===== src/rtl/add_approx_pipe.sv =====
// Two-stage approximate/exact adder pipeline with valid/ready handshakes
// on both sides and saturating error statistics on the output side.
// In approximate mode the low K bits are formed by a carry-free OR, and
// the upper bits add without any carry in from that low field.
module add_approx_pipe #(
  parameter int W  = 8,
  parameter int K  = 1,
  parameter int CW = 16
) (
  input  logic          clk,
  input  logic          rst,
  input  logic          in_valid,
  output logic          in_ready,
  input  logic [W-1:0]  in_a,
  input  logic [W-1:0]  in_b,
  input  logic          in_mode,
  output logic          out_valid,
  input  logic          out_ready,
  output logic [W:0]    out_sum,
  output logic [W-1:0]  out_err,
  input  logic          stat_clr,
  output logic [CW-1:0] stat_txn,
  output logic [CW-1:0] stat_errs,
  output logic [CW-1:0] stat_abs,
  output logic [W-1:0]  stat_max
);

  // Low-field mask; a 64-bit shift keeps K == W == 32 well defined.
  localparam logic [W-1:0] LOW_MASK = W'((64'd1 << K) - 64'd1);
  // Accumulator width wide enough that stat_abs + out_err cannot overflow.
  localparam int SW = ((CW > W) ? CW : W) + 1;
  localparam logic [SW-1:0] CNT_MAX = SW'({CW{1'b1}});

  logic          s1_valid;
  logic [W-1:0]  s1_a;
  logic [W-1:0]  s1_b;
  logic          s1_mode;
  logic          s2_load;
  logic          s1_adv;
  logic          out_xfer;

  logic [W:0]    exact_sum;
  logic [W:0]    hi_sum;
  logic [W:0]    approx_sum;
  logic [W:0]    res_sum;
  logic [W-1:0]  res_err;
  logic [SW-1:0] abs_sum;

  assign s2_load  = !out_valid || out_ready;
  assign s1_adv   = !s1_valid || s2_load;
  assign in_ready = s1_adv;
  assign out_xfer = out_valid && out_ready;

  // Masking the low field out of the operands before adding guarantees
  // that no carry crosses from bit K-1 into bit K; the sum's low bits are
  // then zero, so OR-ing in the carry-free low field is exact placement.
  assign exact_sum  = {1'b0, s1_a} + {1'b0, s1_b};
  assign hi_sum     = {1'b0, s1_a & ~LOW_MASK} + {1'b0, s1_b & ~LOW_MASK};
  assign approx_sum = hi_sum | {1'b0, (s1_a | s1_b) & LOW_MASK};
  assign res_sum    = s1_mode ? approx_sum : exact_sum;
  assign res_err    = s1_mode ? (s1_a & s1_b & LOW_MASK) : '0;

  assign abs_sum = SW'(stat_abs) + SW'(out_err);

  // Stage 1: capture operand pair and mode on an input transfer.
  always_ff @(posedge clk or posedge rst) begin
    if (rst) begin
      s1_valid <= 1'b0;
      s1_a     <= '0;
      s1_b     <= '0;
      s1_mode  <= 1'b0;
    end else if (s1_adv) begin
      s1_valid <= in_valid;
      if (in_valid) begin
        s1_a    <= in_a;
        s1_b    <= in_b;
        s1_mode <= in_mode;
      end
    end
  end

  // Stage 2: register result; data only changes when a new item arrives,
  // so a stalled output holds its value.
  always_ff @(posedge clk or posedge rst) begin
    if (rst) begin
      out_valid <= 1'b0;
      out_sum   <= '0;
      out_err   <= '0;
    end else if (s2_load) begin
      out_valid <= s1_valid;
      if (s1_valid) begin
        out_sum <= res_sum;
        out_err <= res_err;
      end
    end
  end

  // Saturating statistics over delivered results; clear wins over counting.
  always_ff @(posedge clk or posedge rst) begin
    if (rst) begin
      stat_txn  <= '0;
      stat_errs <= '0;
      stat_abs  <= '0;
      stat_max  <= '0;
    end else if (stat_clr) begin
      stat_txn  <= '0;
      stat_errs <= '0;
      stat_abs  <= '0;
      stat_max  <= '0;
    end else if (out_xfer) begin
      if (stat_txn != {CW{1'b1}}) stat_txn <= stat_txn + CW'(1);
      if ((out_err != '0) && (stat_errs != {CW{1'b1}}))
        stat_errs <= stat_errs + CW'(1);
      stat_abs <= (abs_sum > CNT_MAX) ? {CW{1'b1}} : abs_sum[CW-1:0];
      if (out_err > stat_max) stat_max <= out_err;
    end
  end

endmodule


===== config.mk =====
export PLATFORM = sky130hd
export DESIGN_NAME = add_approx_pipe
export DESIGN_NICKNAME = d
export VERILOG_FILES = /design/src/rtl/add_approx_pipe.sv
export SDC_FILE = /design/constraint.sdc
export NUM_CORES = 1
export LEC_CHECK = 0
export CELL_PAD_IN_SITES_DETAIL_PLACEMENT = 2
export CELL_PAD_IN_SITES_GLOBAL_PLACEMENT = 2
export CORE_MARGIN = 3
export CORE_UTILIZATION = 32
export CTS_BUF_LIST = sky130_fd_sc_hd__clkbuf_8
export DETAILED_ROUTE_END_ITERATION = 8
export GPL_ROUTABILITY_DRIVEN = 0
export GPL_TIMING_DRIVEN = 0
export PLACE_DENSITY = 0.8
export SETUP_SLACK_MARGIN = 0.4
export SLEW_MARGIN = 20
export SYNTH_ARGS = -nofsm -noshare
export SYNTH_HDL_FRONTEND = slang
export SYNTH_SLANG_ARGS = --single-unit

===== constraint.sdc =====
create_clock -name clk -period 3 [get_ports clk]
set_clock_uncertainty 0.15 [all_clocks]
set_input_delay 0.3 -clock clk [delete_from_list [all_inputs] [get_ports clk]]
set_output_delay 0.3 -clock clk [all_outputs]
set_load 0.005 [all_outputs]

==> summary.txt, run 1 <==
Run status
  – Status: finished clean

Logic synthesis
  – Main synth FF type: dfrtp_1
  – Netlist cell types: 55
  – Number of synthesized flops with an enable pin: 0
  – Gate Count Post-Synth: 431
  – Post-synth top area share: between 40% and 50%
  – Async SR Flop Fraction: 100%
  – Cell area after synthesis: around 4200 um^2
  – Seq/Total Area, Yosys: 46.1%
  – Synth Area per Inst: 9.82 um^2
  – Synth warn: 0
  – Most frequent cell after synthesis: dfrtp_1
  – Post-synth top area cell: dfrtp_1
  – Post-synth top cells: dfrtp_1 (78), nor2_1 (48), nand2_1 (26)
  – Synthesized flop and latch total: 78
  – Dominant cells by area after synthesis: dfrtp_1 (46%), mux2_2 (4.8%), nor2_1 (4.3%)

Global routing
  – Initial antenna violation count: 0
  – Vias in the first global route: 4020
  – Overall Global Routing Usage: 18.2%
  – Largest net degree at the start of global routing: 49
  – GRT overflow: 0
  – First-pass GRT wire length: 21.1 mm

Setup path
  – Critical Path RT: 3.14 ns
  – Worst setup EP type: register
  – CP max FO: 8
  – Startpoint class of the critical path: register
  – R2r startpoint: out_err[0]$_DFFE_PP0P_
  – Capturing point of the worst reg2reg path: stat_abs[11]$_DFFE_PP0P_
  – WP data arrival: around 2.5 ns
  – FF-to-FF path depth: 8
  – R2r setup slk: 0.67 ns
  – WS Path Type: register to register

Detailed routing
  – First-pass DRT Iterations: 4
  – Routed Wire Length: 12.6 mm
  – DRC Markers: 0
  – Drt via density: 5.04
  – Routed len/inst: 17.6 um
  – DRT iter0 DRCs: 107
  – Post-route antenna net violation count: 0
  – Via count: 3602

Floorplan
  – IO Pins: 97
  – Die ar.: 14600 um^2
  – Starting Density: 33.1%
  – Chip height: 121 um
  – CORE AREA: 12800 um^2
  – Horiz. Die Dim: 121 um
  – Core Rows: 41

CTS
  – Max Root-Sink Buffers: 2
  – CTS H-tree lvls: 3
  – Clock latency on the worst-skew pair: 0.37 ns
  – Cts bufs inserted: 9
  – Cts hold-fix bufs: 0
  – Root cell of the clock tree: clkbuf_8
  – Clock slew at reported path FFs: 0.08 ns
  – CTS sink count: 78
  – CTS tree: done

Final layout
  – Area grow syn2layout: 31.0%
  – Nets: around 570
  – # diodes: 0
  – Layout cells sized above 1: between 10% and 20%
  – # fillers: roughly 1400
  – Final core utilization: 43.4%

STA
  – Worst-Margin Slew: 0.746 ns
  – Setup slack after layout: 0.666 ns
  – Tcrit/Tclk final: between 70% and 80%
  – Final Slew Violations: 0
  – Final hold vios: 0
  – Unrepaired setup endpoints after global routing: false
  – Highest clock rate: 429 MHz
  – Slew margin rel.: 49.8%
  – Final Setup Violations: 0
  – Worst Hold Margin: 0.227 ns
  – Crit path time final: 2.33 ns

Power and ir drop
  – Final Power: 2640 uW
  – Power density cells: 477 nW/um^2
  – Leak pwr: ~0.0023 uW
  – Max VDD drop: 0.209 mV

Placed design
  – Port bufs: ~80
  – DP HPWL: 9.46 mm
  – Setup WS pre-CTS: ~0.37 ns

Flow run
  – Max Cap Violations: 0

Hold path
  – HP Class: input pin to asynchronous set/reset pin
## layout by cell type (no fill, tap or decap), types with 3 or more instances in the layout
| master | synthesis | layout |
|---|---|---|
| buf_4 | 15 | 15 |
| and3_1 | 8 | 8 |
| nor3_1 | 25 | 25 |
| inv_1 | 12 | 13 |
| a21oi_1 | 21 | 21 |
| xor2_1 | 11 | 11 |
| nor4_1 | 6 | 6 |
| nand3_1 | 15 | 15 |
| o21ai_0 | 14 | 14 |
| clkbuf_1 | 15 | 15 |
| a31oi_1 | 4 | 4 |
| conb_1 | 1 | 14 |
| nand2_1 | 26 | 26 |
| a41oi_1 | 3 | 3 |
| xnor2_1 | 19 | 19 |
| mux2i_1 | 4 | 4 |
| mux2_2 | 18 | 18 |
| dfrtp_1 | 78 | 78 |
| nand2b_1 | 5 | 5 |
| nand4_1 | 9 | 9 |
| o211ai_1 | 6 | 6 |
| ha_1 | 13 | 13 |
| nor3b_1 | 6 | 6 |
| or3_1 | 3 | 3 |
| nor2b_1 | 3 | 3 |
| clkdlybuf4s50_1 | 0 | 81 |
| and4_1 | 7 | 7 |
| nor2_1 | 48 | 48 |
| clkbuf_8 | 0 | 11 |
## layer usage
layer / vias up / part of all wire [%] / GRT usage, %
met5: - / 0 / 0
met3: 17 / 3.8 / 3.36
met4: 0 / 2.1 / 7.01
met2: 70 / 52 / 32.2
met1: 1810 / 42 / 21.8
li1: 1705 / - / -
## cells by family (layout without fill, tap and decap cells)
kind of cell / count (synthesis) / after routing / synth area share, %
xor gates and xnor gates: 30 / 30 / 6.21
AOI/OAI and AO/OA: 65 / 65 / 9.76
other: 1 / 14 / 0.0886
adders and majority gates: 15 / 15 / 4.79
buffers and inverters: 45 / 143 / 5.68
DFF: 78 / 78 / 46.1
and+or+nand+nor: 175 / 175 / 21.6
muxes: 22 / 22 / 5.74
## area by class of cell
class,count,area (um^2),area share [%]
plain buffers,33,195,3.52
clock buffers,11,151,2.73
clock inverters,5,50.0,0.903
inverters,12,47.5,0.858
multi-input cells,321,2100,37.9
flip-flops and latches,78,1950,35.2
well taps,172,215,3.88
repair buffers,82,831,15.0
## flip-flops by register name, indices dropped and copies added (netlist names)
name,flops
stat_abs,16
stat_errs,16
stat_txn,16
out_sum,9
s1_a,8
s1_b,8
out_err,1
out_valid,1
s1_mode,1
s1_valid,1
stat_max,1
## power breakdown
group / switching, uW / internal [uW] / leakage [uW]
logic: 281 / 308 / 0.00116
clock network: 408 / 423 / 0.000108
registers: 77.7 / 1150 / 0.00102
total: 767 / 1880 / 0.00230
## worst max-delay path: stages, from the launching register on
cell and delay [ns]:
dfrtp_1 0.46, ha_1 0.24, nand4_1 0.13, or2_1 0.27, buf_6 0.14, or3_1 0.36, buf_6 0.15, a211o_1 0.25
a21oi_1 0.12
## through the flow
step / TNS [ns] / instances / instance area, um^2
final: 0 / 714 / 5540
after floorplan: 0 / 444 / 4280
after detailed placement: 0 / 698 / 5330
after CTS: 0 / 714 / 5530
after global placement: -68.98 / 697 / 5310
after global routing: 0 / 714 / 5540
## repair_timing
item | in CTS | in global routing
setup buffers | 0 | 0
gates resized for setup | 0 | 2
endpoints found under the setup margin | 0 | 4
## worst max-delay path by stage
stage                                      start                       end  slack, ns  cells past startpoint
after floorplan                              rst    out_err[0]$_DFFE_PP0P_       0.55                      1
after global placement                       rst  stat_txn[10]$_DFFE_PP0P_      -0.89                      2
after detailed placement               out_ready       s1_a[6]$_DFFE_PP0P_       0.37                      5
after CTS                 out_err[0]$_DFFE_PP0P_   stat_abs[3]$_DFFE_PP0P_       0.49                      7
after global routing      out_err[0]$_DFFE_PP0P_   stat_abs[3]$_DFFE_PP0P_       0.45                      7
final                     out_err[0]$_DFFE_PP0P_  stat_abs[11]$_DFFE_PP0P_       0.67                      8
Power figures use the tool's default switching activity.
==> run 2, diff against run 1 <==
clock period = 2.2 ns   (was 3 ns; I/O delays follow)
==> run 2 against run 1 <==
  * Global-route usage rose by 3.1 points
  * The run now ends with negative setup slack left
  * Final area rose by 27%
  * Core utilization rose by 12 points
  * Largest cell class unchanged
  * Sequential power rose by 39%
  * Largest power group unchanged
  * Sequential share of layout area fell by 7.2 points
  * Critical endpoint unchanged
  * Critical path type unchanged
==> summary.txt, run 2 (synthesis gave the netlist of run 1 again) <==
Power and ir drop
  – Clk network pwr share: 32.9% (+1.5 points)
  – Final Power: 4290 uW (+62%)
  – Int Pwr: 2930 uW (+56%)
  – Max VDD drop: 0.537 mV (+160%)
  – Comb pwr share: 27.6% (+5.3 points)
  – Sw frac: 31.7% (+2.7 points)
  – Power density cells: 609 nW/um^2 (+28%)
  – Switching pwr: 1360 uW (+77%)
  – Reg power frac: 39.5% (-6.8 points)
  – Leak pwr: 0.00298 uW (+30%)

Floorplan
  – Die ar.: 14600 um^2 (unchanged)
  – Core Rows: 41 (unchanged)
  – Starting Density: 33.1% (unchanged)
  – Horiz. Die Dim: 121 um (unchanged)
  – CORE AREA: 12800 um^2 (unchanged)
  – IO Pins: 97 (unchanged)
  – Chip height: 121 um (unchanged)

Global routing
  – Vias in the first global route: 4492 (+12%)
  – GR peak layer: met2
  – Met2 global-route usage: 39.2% (+7.0 points)
  – Initial antenna violation count: 0 (unchanged)
  – GR Util met3: 3.17% (-0.19 points)
  – GRT overflow: 0 (unchanged)
  – Largest net degree at the start of global routing: 34 (-31%)
  – Overall Global Routing Usage: 21.3% (+3.1 points)
  – First-pass GRT wire length: 24.5 mm (+16%)
  – M1 GR Usage: 25.3% (+3.4 points)

Final layout
  – Commonest non-fill, non-tap cell in the layout: buf_4
  – Most frequent cells in the layout: buf_4 (84), clkdlybuf4s50_1 (73), dfrtp_1 (59)
  – Top flop regs: stat_abs: 16 flops, stat_errs: 16 flops, stat_txn: 16 flops
  – Area grow syn2layout: 66.5%
  – Final core utilization: 55.1% (+12 points)
  – # fillers: 1252 (-10%)
  – Layout cells sized above 1: 40.9% (+30 points)
  – # diodes: 0 (unchanged)
  – Nets: 663 (+16%)

Hold path
  – HP Class: input pin to asynchronous set/reset pin

Detailed routing
  – First-pass DRT Iterations: 4 (unchanged)
  – DRT iter0 DRCs: 245 (+130%)
  – Post-route antenna net violation count: 0 (unchanged)
  – Via count: 4373 (+21%)
  – Drt via density: 5.45 (+7.9%)
  – Routed Wire Length: 20.8 mm (+65%)
  – Routed len/inst: 25.9 um (+47%)
  – DRC Markers: 0 (unchanged)

Placed design
  – Setup WS pre-CTS: -0.372 ns (-0.746 ns)
  – Port bufs: 81 (unchanged)
  – DP HPWL: 9.56 mm (+1.0%)

Setup path
  – R2r setup slk: -0.10 ns (-0.77 ns)
  – Worst setup EP type: register
  – WP data arrival: 2.45 ns (-0.03 ns)
  – CP max FO: 5 (-3)
  – Crit-path max cell delay: 0.43 ns (-0.03 ns)
  – Crit-path cells: buf_4, buf_6, ha_2, nand4_1, nor2_2, nand3_1, a211o_1, a21oi_2
  – Worst path slowest cell: dfrtp_1
  – Buffers & Inverters on Critical Path: 2 (unchanged)
  – Family with the most delay on the worst path: simple AND/OR/NAND/NOR gates
  – Startpoint class of the critical path: register
  – Critical Path RT: 2.35 ns (-0.79 ns)
  – WS Path Type: register to register

STA
  – Final hold vios: 0 (unchanged)
  – Worst-Margin Slew: 0.888 ns (+0.142 ns)
  – Final Setup Violations: 3 (+3)
  – Setup slack after layout: -0.103 ns (-0.769 ns)
  – Slew margin rel.: 40.8% (-9.0 points)
  – Highest clock rate: 434 MHz (+1.3%)
  – Unrepaired setup endpoints after global routing: true
  – Tcrit/Tclk final: 105% (+27 points)
  – Final Slew Violations: 0 (unchanged)
  – Crit path time final: 2.30 ns (-0.0306 ns)
  – Worst Hold Margin: 0.0677 ns (-0.159 ns)

CTS
  – Clock latency on the worst-skew pair: 0.38 ns (about the same)
  – CTS sink count: 78 (unchanged)
  – CTS H-tree lvls: 3 (unchanged)
  – Root cell of the clock tree: clkbuf_8
  – Cts bufs inserted: 9 (unchanged)
  – Clock slew at reported path FFs: 0.10 ns (+0.02 ns)
  – CTS tree: done
  – Max Root-Sink Buffers: 2 (unchanged)

Run status
  – Failing checks: negative setup slack
  – Status: finished, violations left

Flow run
  – Max Cap Violations: 0 (unchanged)
==> run 2: cell count changes in the layout (fill, tap and decap cells not counted), sizes merged <==
cell,change
dlygate4sd2,+3
clkinv,-1
buf,+93
dlymetal6s2s,+4
bufinv,+2
inv,-2
clkinvlp,+3
clkdlybuf4s50,-8
clkbuf,-5
==> run 2: path summary, 6_finish.rpt <==
check                                              from                        to  depth (start not counted)
worst max-delay path            stat_abs[0]$_DFFE_PP0P_  stat_abs[11]$_DFFE_PP0P_                          8
worst min-delay path                                rst       s1_a[3]$_DFFE_PP0P_                          2
worst max register to register  stat_abs[0]$_DFFE_PP0P_  stat_abs[11]$_DFFE_PP0P_                          8
worst min register to register   out_sum[0]$_DFFE_PP0P_    out_sum[0]$_DFFE_PP0P_                          2
max in group asynchronous                           rst  stat_txn[10]$_DFFE_PP0P_                          3
min in group clk                                in_b[5]       s1_b[5]$_DFFE_PP0P_                          2
==> run 2: area by class of cell <==
type | count | area (um^2) | share of cell area [%]
Tap cell | 172 | 215 | 3.06
Inverter | 12 | 51.3 | 0.728
Clock buffer | 9 | 124 | 1.76
Multi-Input combinational cell | 321 | 2720 | 38.5
Clock inverter | 7 | 121 | 1.72
Buffer | 33 | 254 | 3.61
Timing Repair Buffer | 171 | 1590 | 22.5
Sequential cell | 78 | 1980 | 28.0
==> run 2: power groups by stage <==
stage          Combinational [uW]  Sequential, uW  Clock [uW]
3_5_place_dp                  836            1700           0
4_1_cts                       973            1670        1390
3_3_place_gp                  787            1700           0
2_1_floorplan                 481            1670           0
5_1_grt                      1280            1710        1480
6_report                     1180            1690        1410
==> run 2: repair_timing <==
| item | in CTS | in global routing |
|---|---|---|
| resized for setup | 77 | 105 |
| buffers inserted | 41 | 47 |
| pin swaps | 31 | 42 |
| setup endpoints to repair | 67 | 80 |
| hold buffers | 0 | 0 |
==> run 2: through the flow <==
| step | area [um^2] | setup TNS [ns] | std cells |
|---|---|---|---|
| 2_1_floorplan | 4350 | 0 | 444 |
| 3_3_place_gp | 5380 | -6.59 | 697 |
| 3_5_place_dp | 5420 | -7.21 | 699 |
| 4_1_cts | 6250 | 0 | 756 |
| 5_1_grt | 7040 | -0.666 | 803 |
| 6_report | 7040 | -0.217 | 803 |
==> run 2: metal layers <==
metal	vias to the layer above	share of wire (%)	routed length, um
met5	-	0	0
met4	0	3.5	737
met3	46	3.6	753
met2	153	53	11000
met1	2281	40	8330
li1	1893	-	-
==> run 2: worst reg2reg max path, delay by kind of cell (launching register included) <==
| family | cells | cell delay, ns |
|---|---|---|
| buffers and inverters | 2 | 0.25 |
| adders and majority gates | 1 | 0.23 |
| DFF | 1 | 0.43 |
| and+or+nand+nor | 3 | 0.61 |
| AOI/OAI and AO/OA | 2 | 0.55 |
